[src/rtl/mult_div_unit.sv]
// mult_div_unit: multicycle signed/unsigned multiply-divide holding the HI/LO registers
module mult_div_unit #(
    parameter int WIDTH = 32,
    parameter int ITER  = 32
) (
    input  logic             clk,
    input  logic             rst,
    input  logic             start_mult,
    input  logic             start_div,
    input  logic             unsigned_op,
    input  logic [WIDTH-1:0] a,
    input  logic [WIDTH-1:0] b,
    output logic [WIDTH-1:0] hi,
    output logic [WIDTH-1:0] lo,
    output logic             busy,
    output logic             done,
    output logic             div_zero
);
    typedef enum logic [1:0] {IDLE, RUN, FINISH} state_t;
    state_t             state_q, state_d;
    logic [5:0]         cnt_q, cnt_d;
    logic [2*WIDTH-1:0] acc_q, acc_d, prod;
    logic [WIDTH-1:0]   m_q, m_d, hi_q, hi_d, lo_q, lo_d, ma, mb, addend, q, r;
    logic               div_q, div_d, neg_q, neg_d, neg_rem_q, neg_rem_d, zero_q, zero_d;
    logic               done_q, done_d, dz_q, dz_d, start, sa, sb;
    logic [WIDTH:0]     sum, rsh, diff;
    always_ff @(posedge clk) begin
        if (rst) begin
            state_q   <= IDLE;
            cnt_q     <= '0;
            acc_q     <= '0;
            m_q       <= '0;
            hi_q      <= '0;
            lo_q      <= '0;
            div_q     <= 1'b0;
            neg_q     <= 1'b0;
            neg_rem_q <= 1'b0;
            zero_q    <= 1'b0;
            done_q    <= 1'b0;
            dz_q      <= 1'b0;
        end else begin
            state_q   <= state_d;
            cnt_q     <= cnt_d;
            acc_q     <= acc_d;
            m_q       <= m_d;
            hi_q      <= hi_d;
            lo_q      <= lo_d;
            div_q     <= div_d;
            neg_q     <= neg_d;
            neg_rem_q <= neg_rem_d;
            zero_q    <= zero_d;
            done_q    <= done_d;
            dz_q      <= dz_d;
        end
    end
    always_comb begin
        start   = start_mult | start_div;
        state_d = state_q == IDLE ? (start ? RUN : IDLE) :
                  state_q == RUN  ? (cnt_q == 6'(ITER - 1) ? FINISH : RUN) : IDLE;
    end
    // m_q holds the operand consumed every iteration; the other one lives in the low half of acc_q
    always_comb begin
        sa     = !unsigned_op && a[WIDTH-1];
        sb     = !unsigned_op && b[WIDTH-1];
        ma     = sa ? -a : a;
        mb     = sb ? -b : b;
        addend = acc_q[0] ? m_q : '0;
        sum    = {1'b0, acc_q[2*WIDTH-1:WIDTH]} + {1'b0, addend};
        rsh    = acc_q[2*WIDTH-1:WIDTH-1];
        diff   = rsh - {1'b0, m_q};
        prod   = neg_q ? -acc_q : acc_q;
        q      = neg_q ? -acc_q[WIDTH-1:0] : acc_q[WIDTH-1:0];
        r      = neg_rem_q ? -acc_q[2*WIDTH-1:WIDTH] : acc_q[2*WIDTH-1:WIDTH];
        cnt_d     = cnt_q;
        acc_d     = acc_q;
        m_d       = m_q;
        hi_d      = hi_q;
        lo_d      = lo_q;
        div_d     = div_q;
        neg_d     = neg_q;
        neg_rem_d = neg_rem_q;
        zero_d    = zero_q;
        if (state_q == IDLE && start) begin
            cnt_d     = '0;
            div_d     = !start_mult;
            neg_d     = sa ^ sb;
            neg_rem_d = sa;
            zero_d    = b == '0;
            m_d       = start_mult ? ma : mb;
            acc_d     = {{WIDTH{1'b0}}, start_mult ? mb : ma};
        end else if (state_q == RUN) begin
            cnt_d = cnt_q + 6'd1;
            acc_d = div_q ? {diff[WIDTH] ? rsh[WIDTH-1:0] : diff[WIDTH-1:0], acc_q[WIDTH-2:0], !diff[WIDTH]}
                          : {sum, acc_q[WIDTH-1:1]};
        end else if (state_q == FINISH) begin
            hi_d = !div_q ? prod[2*WIDTH-1:WIDTH] : zero_q ? hi_q : r;
            lo_d = !div_q ? prod[WIDTH-1:0] : zero_q ? lo_q : q;
        end
    end
    always_comb begin
        busy     = state_q != IDLE;
        done_d   = state_q == FINISH;
        dz_d     = state_q == FINISH && div_q && zero_q;
        done     = done_q;
        div_zero = dz_q;
        hi       = hi_q;
        lo       = lo_q;
    end
endmodule

[config.mk]
export PLATFORM = sky130hd
export DESIGN_NAME = mult_div_unit
export DESIGN_NICKNAME = d
export VERILOG_FILES = /design/src/rtl/mult_div_unit.sv
export SDC_FILE = /design/constraint.sdc
export NUM_CORES = 1
export LEC_CHECK = 0
export CAP_MARGIN = 20
export CORE_MARGIN = 8
export CORE_UTILIZATION = 50
export CTS_CLUSTER_DIAMETER = 50
export CTS_CLUSTER_SIZE = 12
export DETAILED_ROUTE_END_ITERATION = 7
export DONT_BUFFER_PORTS = 1
export PLACE_DENSITY = 0.75
export SLEW_MARGIN = 10
export SYNTH_ARGS = -nofsm -noshare
export SYNTH_HDL_FRONTEND = slang
export SYNTH_SLANG_ARGS = --single-unit
[constraint.sdc]
create_clock -name clk -period 3.9 [get_ports clk]
set_input_delay 0.195 -clock clk [delete_from_list [all_inputs] [get_ports clk]]
set_output_delay 0.195 -clock clk [all_outputs]
set_load 0.005 [all_outputs]
---- Word-level counts from Yosys, hierarchy flattened ----
Index checks and enable logic that the tools add are counted.
word-level totals
  register bits ........................... 174
  input bits .............................. 69
  output and inout bits ................... 67
  logic and storage cells ................. 63
cells by class
  add/sub/neg operators ................... 8
  eq/ne operators ......................... 4
  muxes and demuxes ....................... 20
  bitwise logic cells ..................... 4
  reduce and logical (&&, ||, !) cells .... 14
operator list
  kind                                                                   number
  32-bit two-way mux                                                     14
  64-bit two-way mux                                                     2
  32-bit negation                                                        4
  64-bit negation                                                        1
  32-bit by 32-bit adder with 33-bit output                              1
  33-bit by 32-bit subtractor with 33-bit output                         1
  32-bit logical NOT                                                     1
  6-bit by 1-bit adder with 6-bit output, second input constant          1
  6-bit by 5-bit equality test with 1-bit output, second input constant  1
  2-bit two-way mux                                                      3
  1-bit logical AND                                                      5
  4-bit AND reduction                                                    1
  2-bit nonzero test                                                     2
  1-bit logical NOT                                                      3
  2-bit by 1-bit equality test with 1-bit output, second input constant  1
  2-bit equality test, second input constant                             1
  2-bit logical NOT                                                      1
  2-bit != test, second input constant                                   1
  1-bit inverter                                                         2
  2-bit OR reduction                                                     1
  1-bit two-way mux                                                      1
  1-bit OR                                                               1
  1-bit bitwise XOR                                                      1

---- Longest topological paths before layout ----
Gate-level depths: netlist of run 1.
  depth after elaboration ................. 5
  mapped depth ............................ 15
  mapped depth without buffers ............ 12

---- Worst setup path after synthesis of run 1 ----
No wires, ideal clock.
  path type ............................... reg2reg
  start ................................... reg acc_q[0]
  end ..................................... reg acc_q[62]
  setup time .............................. 123 ps
  data arrival time ....................... 3025 ps
  data required time ...................... 3777 ps
  path slack .............................. 752 ps
  cell stages (with the launch flop) ...... 15
  path buffers ............................ 2
  clock period less this slack ............ 3148 ps
  cells stage by stage .................... dfxtp_1 -> clkbuf_1 -> inv_1 -> clkbuf_1 -> nor2_1 -> ha_1 -> a21o_1 -> nand4bb_1 -> a211oi_1 -> nor3_1 -> a211oi_1 -> o31ai_1 -> a211oi_1 -> mux2i_1 -> a211oi_1
between the ends
  cells in the longest elaborated chain, start to end .. 3
RTL lines
  what                                       RTL line  text
  start, declared                            22        logic [2*WIDTH-1:0] acc_q, acc_d, prod;
  start signal, assigned                     31        acc_q <= '0;
  start signal, assigned                     44        acc_q <= acc_d;
  32-bit two-way mux                         67        addend = acc_q[0] ? m_q : '0;
  32-bit by 32-bit adder with 33-bit output  68        sum = {1'b0, acc_q[2*WIDTH-1:WIDTH]} + {1'b0, addend};
  64-bit two-way mux                         93        acc_d = div_q ? {diff[WIDTH] ? rsh[WIDTH-1:0] : diff[WIDTH-1:0], acc_q[WIDTH-2:0], !diff[WIDTH]}
No other way between the ends.
A chain may end at the register's enable or synchronous reset.

---- Worst setup path in the final report of run 1 ----
  start ................................... reg acc_q[31]
  end ..................................... reg acc_q[57]
between the ends
  cells in the longest elaborated chain, start to end .. 3
RTL lines
  what                                            RTL line  text
  33-bit by 32-bit subtractor with 33-bit output  70        diff = rsh - {1'b0, m_q};
  32-bit two-way mux                              93
  64-bit two-way mux                              93
No other way between the ends.

==> impl_results.md, run 1 <==
- Final Skew: 0.0158 ns
- DRC: 0
- Power per cell area: 382 mW/mm^2
- Layout Nets: 1940
- Wl on met1: 19.7 mm
- Worst Tran Pin Value: 1.06 ns
- VDD IR max: 342 uV
- Min cycle time layout: 3.64 ns
- Area fraction of the dominant cell type after synthesis: 25.1%
- Pins Over Slew Limit: 0
- Reg power frac: 34.6%
- Fin crit share: 93.4%
- Routed Antenna Nets: 0
- Htree depth: 4
- YS warnings: 0
- Mux share of post-synthesis cell area: 2.90%
- FF/Latch Area: 0.00348 mm^2
- Worst Hold Launch: unsigned_op
- Worst Setup Start Kind: flop
- Final setup margin: 0.256 ns
- Die ar.: 0.0334 mm^2
- Cts hold-fix bufs: 7
- Internal power: 3480 uW
- Largest family of logic cells by synthesized area: compound AO/OA/AOI/OAI gates
- FP Rows: 61
- CTS tree: built
- Comb power frac: 35.2%
- Final setup vio count: 0
- Worst Setup End Kind: flop
- Kind of cell adding the most delay to the critical path: simple AND/OR/NAND/NOR gates
- Area of the multi-input gates: 0.00973 mm^2
- CP cell instances: inv_1, ha_1, fa_1, nand2b_1, a21oi_1, a21bo_2, a211o_1, a2111oi_4, nor3_2, nor2_4, buf_12, or3_1, o311a_1
- Vias in the first global route: 13400
- CP max FO: 20
- Placement Setup Slack: 0.327 ns
- First-pass GRT wire length: 75.7 mm
- Total core area: 0.0276 mm^2
- Layout cell share with drive strength beyond 1: 7.45%
- Worst Hold Class: primary input to flop
- Total number of vias: 14500
- Placed cell areas: 0.0144 mm^2
- Routed Wire Length: 49.5 mm
- Total gr overflow: 0
- Clock power share: 30.2%
- Later-pin clock latency in the skew report: 0.45 ns
- Die span in y: 183 um
- Cell Area, Synth: 0.0139 mm^2
- GRT Overall Usage: 28.6%
- Cts bufs inserted: 17
- WP buf/inv: 2
- Metal3 WL: 5.52 mm
- Seq/Total Area, Yosys: 25.1%
- Max Used Layer: met4
- Fill cell count: 2612
- Crit-path slowest cell: nor3_2
- Tot Pwr: 5750 uW
- Placer Congestion: 0.980
- Post-CTS sizing: 0
- Synth Area in Simple Gates: 20.9%
- Total negative slack: 0 ns
- Synth Area in XOR/XNOR: 10.7%
- Largest net degree at the start of global routing: 136
- N_diodes: 0
- Max Freq: 274 MHz
- Worst EP required: 4.25 ns
- CP arrival: 3.99 ns
- Initial Util: 50.4%
- FFs w/ async S/R, synth: 0%
- Die X: 183 um
- Top_reg_cell synth: dfxtp_1
- DR vias/cell: 6.61
- Final instance area: 0.0150 mm^2
- Num ports: 136
- Cell taking the most area after synthesis: dfxtp_1
- Post-synth EDFFs: 0
- Switching share of power: 39.5%
- Sw power: 2270 uW
- Clk pin slew, worst setup/hold paths: 0.08 ns
- Outcome: finished clean
- Slew HR: 29.0%
- Unrepaired setup endpoints after global routing: false
- 1st-iter DRT viols: 1750
- Setup bufs post-CTS: 0
- Critical setup path kind: flop to flop
- Cells after Synth: 1841
- Reg2Reg Launch Point: acc_q[31]
- Seq cells post-synth: 174
- Routed wl met2: 21.5 mm
- Complex-gate fraction of the synthesized area: 28.9%
- Detailed Place HPWL: 37.4 mm
- Avg Cell Area, Syn: 7.55 um^2
- Mapped Nets: 1981
- CTS sink cnt: 174
- Final hold vios: 0
- Post-synthesis adder-cell area fraction: 6.50%
- Critical path startpoint: acc_q[31]
- Area delta synth->final: 8.32%
- Slowest cell delay on critical path: 0.60 ns
- Antenna violations before repair: 1
- Leakage: 0.00573 uW
- Maximum capacitance violations: 0
- Clk buf depth: 2
- Synth top area cells: dfxtp_1, nor2_1, a21oi_1
- Root Buffer Master: clkbuf_16
- First drt pass iteration count: 6
- Distinct cell type count after synthesis: 89
- Port Buffer Count: 0
- Wire per inst: 22.6 um
cell families (layout without fill, tap and decap cells):
family | after synthesis | after routing
adder cells (fa/ha/maj) | 71 | 71
AND/OR/NAND/NOR | 609 | 609
AO/OA/AOI/OAI | 594 | 594
flip-flops | 174 | 174
buffers and inverters | 184 | 156
multiplexers | 40 | 40
XOR/XNOR | 169 | 169
power by group through the flow:
stage	clock, uW	sequential (uW)	combinational (uW)
final	1730	1990	2020
after CTS	1740	1980	1980
after floorplan	0	1970	1440
after global routing	1820	2000	2180
after global placement	0	2020	1920
after detailed placement	0	2030	1930
cells in the final DEF, fill, tap and decap left out, types with 21 or more instances in the layout:
master / synthesis / routed
a211oi_1: 71 / 71
a21o_1: 30 / 30
a21oi_1: 175 / 174
a221oi_1: 29 / 29
a31oi_1: 34 / 34
buf_4: 1 / 58
dfxtp_1: 174 / 173
ha_1: 69 / 69
inv_1: 58 / 58
mux2i_1: 38 / 38
nand2_1: 123 / 123
nand3_1: 32 / 32
nor2_1: 235 / 234
nor3_1: 76 / 76
o21ai_0: 87 / 87
o31ai_1: 21 / 21
xnor2_1: 78 / 78
xor2_1: 91 / 91
per-stage QoR:
step | util, % | hold slack (ns) | std cells
3_3_place_gp | 52.1 | 0.301 | 2152
5_1_grt | 54.6 | 0.0374 | 2191
6_report | 54.6 | 0.0352 | 2191
4_1_cts | 54.6 | 0.00929 | 2191
3_5_place_dp | 52.1 | 0.304 | 2152
2_1_floorplan | - | 0.377 | 1841
layout make-up:
type	instances	share of cell area [%]
inverters	58	1.45
clock inverters	15	1.15
repair buffers	66	3.61
flip-flops and latches	174	23.2
well taps	378	3.14
multi-input cells	1483	64.7
clock buffers	17	2.83
Yosys cell counts, drive strengths merged (21+ instances only):
cell,instances
nor4,21
a211oi,72
inv,58
mux2i,38
nand3,33
o31ai,22
a221oi,32
dfxtp,174
clkbuf,116
xor2,91
a31oi,34
a21o,30
nor3,78
o21ai,92
nor2,237
xnor2,78
a21oi,176
ha,69
nand2,124
sequential cells by signal (all words and copies together) (netlist names), 2 cells and up:
name and count:
cnt_q 6, m_q 32, lo 32, hi 32
state_q 2, acc_q 64
layer usage:
| metal | track usage (%) | up-vias |
|---|---|---|
| met5 | 0 | - |
| met4 | 16.6 | 0 |
| met3 | 7.36 | 170 |
| met2 | 43.0 | 801 |
| met1 | 36.4 | 6769 |
| li1 | - | 6732 |
worst min-delay path, stage by stage:
cell     delay [ns]
nor3_1         0.07
a21oi_1        0.12
nor2_1         0.05
path summary, 6_finish.rpt:
| check | cells past startpoint | slack [ns] | endpoint |
|---|---|---|---|
| setup / recovery | 13 | 0.26 | acc_q[57] |
| hold / removal | 3 | 0.04 | neg_q |
| setup reg to reg | 13 | 0.26 | acc_q[57] |
| hold reg to reg | 2 | 0.46 | m_q[10] |
Note: power is estimated with default switching activity, not from simulation.
==> run 2: changes to the inputs <==
- ABC_AREA: not set -> 1
- CTS_BUF_LIST: not set -> sky130_fd_sc_hd__clkbuf_4 sky130_fd_sc_hd__clkbuf_8
==> impl_results.md, run 2 <==
- Outcome: finished clean
- Clock power share: 22.1%
- Root Buffer Master: clkbuf_8
- Largest net degree at the start of global routing: 68
- CP arrival: 3.64 ns
- WHS: 0.0149 ns
- FFs w/ async S/R, synth: 0%
- Crit-path slowest cell: a21oi_2
- Kind of cell adding the most delay to the critical path: buffers and inverters
- Switching share of power: 47.2%
- Worst Setup End Kind: flop
- Distinct cell type count after synthesis: 48
- Slowest cell delay on critical path: 0.57 ns
- Cell taking the most area after synthesis: nand2_1
- 1st-iter DRT viols: 2341
- Top reg by flops: acc_q
- CP max FO: 17
- WP buf/inv: 4
- Leakage: 0.0103 uW
- Clk buf depth: 2
- Setup bufs post-CTS: 0
- CTS sink cnt: 174
- Post-CTS sizing: 0
- Total number of vias: 20800
- Total core area: 0.0353 mm^2
- Final instance area: 0.0188 mm^2
- Final Skew: 0.0298 ns
- Vias in the first global route: 19200
- Power per cell area: 338 mW/mm^2
- Fill cell count: 3751
- Most frequent cells in the layout: nand2_1, inv_1, nor2_1
- Routed Antenna Nets: 0
- YS warnings: 0
- Placer Congestion: 1.02
- Total negative slack: 0 ns
- Final setup vio count: 0
- Commonest cells in the netlist: nand2_1, inv_1, nor2_1
- Internal power: 3350 uW
- Slew HR: 40.7%
- Worst Hold Class: primary input to flop
- Cells after Synth: 3236
- Worst Setup Start Kind: flop
- Top_reg_cell synth: dfxtp_1
- Num ports: 136
- Worst Tran Pin Value: 0.889 ns
- Routed Wire Length: 70.0 mm
- Mapped Nets: 3376
- CP cell instances: inv_1, nand2_1, a21oi_2, buf_4, clkinv_1, a22oi_1, a21oi_1, dlygate4sd3_1
- Antenna violations before repair: 0
- First drt pass iteration count: 6
- Max Freq: 311 MHz
- Worst EP required: 4.32 ns
- Area fraction of the dominant cell type after synthesis: 21.9%
- Critical setup path kind: flop to flop
- Die span in y: 205 um
- Wire per inst: 19.0 um
- Post-synth EDFFs: 0
- Cell Area, Synth: 0.0178 mm^2
- First-pass GRT wire length: 107 mm
- GRT Overall Usage: 32.5%
- Area delta synth->final: 5.84%
- Commonest non-fill, non-tap cell in the layout: nand2_1
- Port Buffer Count: 0
- Die X: 205 um
- Maximum capacitance violations: 0
- Initial Util: 50.3%
- Die ar.: 0.0418 mm^2
- Fin crit share: 82.5%
- Avg Cell Area, Syn: 5.49 um^2
- VDD IR max: 259 uV
- DR vias/cell: 5.67
- Unrepaired setup endpoints after global routing: false
- Clk pin slew, worst setup/hold paths: 0.12 ns
- Cts bufs inserted: 17
- DRC: 0
- Max reg flops: 64
- Pins Over Slew Limit: 0
- Synth top area cells: nand2_1, dfxtp_1, inv_1
- Placed cell areas: 0.0181 mm^2
- Final hold vios: 0
- Seq/Total Area, Yosys: 19.6%
- Count leader, synth: nand2_1
- Comb power frac: 45.0%
- Sw power: 3000 uW
- Total gr overflow: 0
- Layout cell share with drive strength beyond 1: 4.51%
- FP Rows: 69
- Seq cells post-synth: 174
- Htree depth: 4
- CTS tree: built
- Reg power frac: 32.9%
- Min cycle time layout: 3.22 ns
- Detailed Place HPWL: 56.0 mm
- Later-pin clock latency in the skew report: 0.53 ns
- Layout Nets: 3342
run 2: cell type report:
cell class / instances / area [um^2] / area share (%)
inverter: 583 / 2190 / 11.6
clock buffer: 18 / 248 / 1.32
timing repair buffer: 50 / 445 / 2.37
antenna: 1 / 2.50 / 0.0133
sequential: 174 / 3480 / 18.5
clock inverter: 14 / 178 / 0.945
multi-input combinational: 2376 / 11700 / 62.1
tap: 461 / 577 / 3.07
run 2: tightest hold or removal path: cells and delay by family:
kind               cells  cell delay (ns)
AOI/OAI and AO/OA      1             0.09
and+or+nand+nor        2             0.21
run 2: repair_timing:
item	in CTS	in global routing
hold endpoints to repair	48	0
setup endpoints to repair	0	0
hold buffers	21	0
run 2: worst paths after layout:
| path | start | to | slack, ns | depth (start not counted) |
|---|---|---|---|---|
| hold / removal | b[30] | zero_q | 0.01 | 3 |
| setup / recovery | state_q[0] | m_q[12] | 0.68 | 8 |
| hold reg to reg | cnt_q[5] | cnt_q[5] | 0.50 | 2 |
| setup reg to reg | state_q[0] | m_q[12] | 0.68 | 8 |
run 2: power by group through the flow:
stage / Combinational (uW) / Sequential, uW / Clock (uW)
3_5_place_dp: 2740 / 2110 / 0
3_3_place_gp: 2710 / 2110 / 0
4_1_cts: 2780 / 2070 / 1390
5_1_grt: 3170 / 2090 / 1470
6_report: 2860 / 2090 / 1400
2_1_floorplan: 2110 / 2000 / 0
run 2: cells by family after synthesis:
group / count (synthesis) / share of synthesized area (%)
buffers and inverters: 686 / 14.9
adders and majority gates: 71 / 5.08
AOI/OAI and AO/OA: 452 / 14.9
and+or+nand+nor: 1770 / 41.5
DFF: 174 / 19.6
xor gates and xnor gates: 83 / 4.09
run 2: through the flow:
step           total power, uW  utilization [%]  cells  setup slack, ns
2_1_floorplan             4110                -   3236             1.47
3_3_place_gp              4820             51.4   3622             1.04
3_5_place_dp              4850             51.4   3622            0.975
4_1_cts                   6250             53.2   3675            0.785
5_1_grt                   6720             53.3   3676            0.506
6_report                  6350             53.3   3677            0.682
run 2: routing by layer:
metal	routed length, um	GRT usage (%)	up-vias
li1	-	-	10100
met1	28400	41.3	9365
met2	30700	51.4	1168
met3	7290	7.16	194
met4	3660	16.0	0
met5	0	0	-
==> run 3: changes to the inputs <==
- PLACE_DENSITY: 0.75 -> 0.78
- clock period: 3.9 -> 2.8 ns (I/O delays scaled with it)
==> impl_results.md, run 3 (synthesis results as in run 2) <==
- Routed Antenna Nets: 0
- WP buf/inv: 4
- Vias in the first global route: 18800
- Root Buffer Master: clkbuf_8
- Antenna violations before repair: 0
- CTS tree: built
- Worst Setup Start Kind: flop
- Leakage: 0.0106 uW
- Layout Nets: 3395
- DR vias/cell: 5.56
- Reg power frac: 32.2%
- First drt pass iteration count: 6
- Initial Util: 50.3%
- Internal power: 4680 uW
- Worst Tran Pin Value: 0.700 ns
- Min cycle time layout: 2.72 ns
- Num ports: 136
- Htree depth: 4
- Final Skew: 0.0355 ns
- Unrepaired setup endpoints after global routing: false
- Cts bufs inserted: 17
- DRC: 0
- Area delta synth->final: 8.76%
- FP Rows: 69
- Wire per inst: 17.7 um
- Fill cell count: 3690
- Later-pin clock latency in the skew report: 0.52 ns
- First-pass GRT wire length: 103 mm
- Clk pin slew, worst setup/hold paths: 0.11 ns
- Worst EP required: 3.20 ns
- Inst Count DP: 3653
- Port Buffer Count: 0
- Cell Count, Final, Fillers Out: 3729
- Layout cell share with drive strength beyond 1: 5.39%
- GRT Overall Usage: 31.0%
- CP max FO: 30
- Most used cell, CP: buf_4
- Total gr overflow: 0
- Fin crit share: 97.1%
- Worst Hold Class: primary input to flop
- Most frequent cells in the layout: nand2_1, inv_1, nor2_1
- Setup bufs post-CTS: 0
- Crit-path slowest cell: dlygate4sd3_1
- Maximum capacitance violations: 0
- Layout Utilization: 54.7%
- Slowest cell delay on critical path: 0.57 ns
- CTS sink cnt: 174
- Kind of cell adding the most delay to the critical path: buffers and inverters
- Die ar.: 0.0418 mm^2
- Final hold vios: 0
- 1st-iter DRT viols: 2636
- CP arrival: 3.12 ns
- CP cell instances: inv_2, buf_4, nor2_2, buf_4, a221oi_1, a31oi_1, dlygate4sd3_1
- Largest net degree at the start of global routing: 70
- Switching share of power: 47.4%
- N_diodes: 0
- Top reg by flops: acc_q
- Comb power frac: 45.8%
- VDD IR max: 332 uV
- Die X: 205 um
- Critical setup path kind: flop to flop
- Die span in y: 205 um
- Routed Wire Length: 65.9 mm
- Outcome: finished clean
- Detailed Place HPWL: 51.8 mm
- Total negative slack: 0 ns
- Commonest non-fill, non-tap cell in the layout: nand2_1
- Worst Setup End Kind: flop
- Sw power: 4210 uW
- Clock power share: 22.0%
- Total number of vias: 20700
- Slew HR: 53.3%
- Clk buf depth: 2
- Power per cell area: 460 mW/mm^2
- Placer Congestion: 1.05
- Max Freq: 368 MHz
- Total core area: 0.0353 mm^2
- Final setup vio count: 0
- Pins Over Slew Limit: 0
- Tot Pwr: 8890 uW
- Max reg flops: 64
[run 3: cell count changes in the layout (fill, tap and decap cells not counted), sizes merged]
cell         delta
dlygate4sd3    +22
buf            +31
clkinvlp        -1
bufinv          -1
diode           -1
clkinv          -1
inv             +4
clkbuf          -1
[run 3: cell type report]
cell class / count / area (um^2) / share of cell area (%)
multi-input cells: 2376 / 11700 / 60.5
flip-flops and latches: 174 / 3480 / 18.0
inverters: 583 / 2190 / 11.3
repair buffers: 103 / 961 / 4.97
well taps: 461 / 577 / 2.98
clock buffers: 17 / 234 / 1.21
clock inverters: 15 / 193 / 0.997
[run 3: stage by stage]
step	hold WS [ns]	area [um^2]	worst slack (ns)
after CTS	0.00545	19300	0.174
after detailed placement	0.222	18400	0.244
after global placement	0.220	18400	0.234
final	0.0342	19300	0.0805
after global routing	0.0348	19300	0.000933
after floorplan	0.251	17800	0.373
[run 3: repair_timing]
action | CTS | global route
hold buffers | 43 | 0
resized for setup | 0 | 1
endpoints found under the setup margin | 0 | 1
endpoints found under the hold margin | 64 | 0
[run 3: path summary, 6_finish.rpt]
| path | slack, ns | endpoint | startpoint | cells after the start |
|---|---|---|---|---|
| min reg2reg | 0.49 | cnt_q[5] | cnt_q[5] | 2 |
| max reg2reg | 0.08 | acc_q[15] | div_q | 7 |
| min | 0.03 | m_q[22] | b[22] | 5 |
| max | 0.08 | acc_q[15] | div_q | 7 |
[run 3: layer usage]
layer	GRT usage [%]	routed length, um	vias to the layer above
met3	7.62	7870	206
met4	13.8	3320	0
met1	40.7	26900	9146
met5	0	0	-
li1	-	-	10200
met2	47.4	27800	1135
[run 3: power groups by stage]
stage	Sequential [uW]	Combinational [uW]	Clock, uW
2_1_floorplan	2790	2930	0
3_5_place_dp	2900	3840	0
5_1_grt	2870	4520	2060
4_1_cts	2840	3940	1960
6_report	2860	4070	1950
3_3_place_gp	2900	3820	0
[run 3: worst register-to-register path: stages (launching register included)]
cell           delay [ns]
dfxtp_2              0.48
inv_2                0.25
buf_4                0.42
nor2_2               0.11
buf_4                0.23
a221oi_1             0.41
a31oi_1              0.15
dlygate4sd3_1        0.57
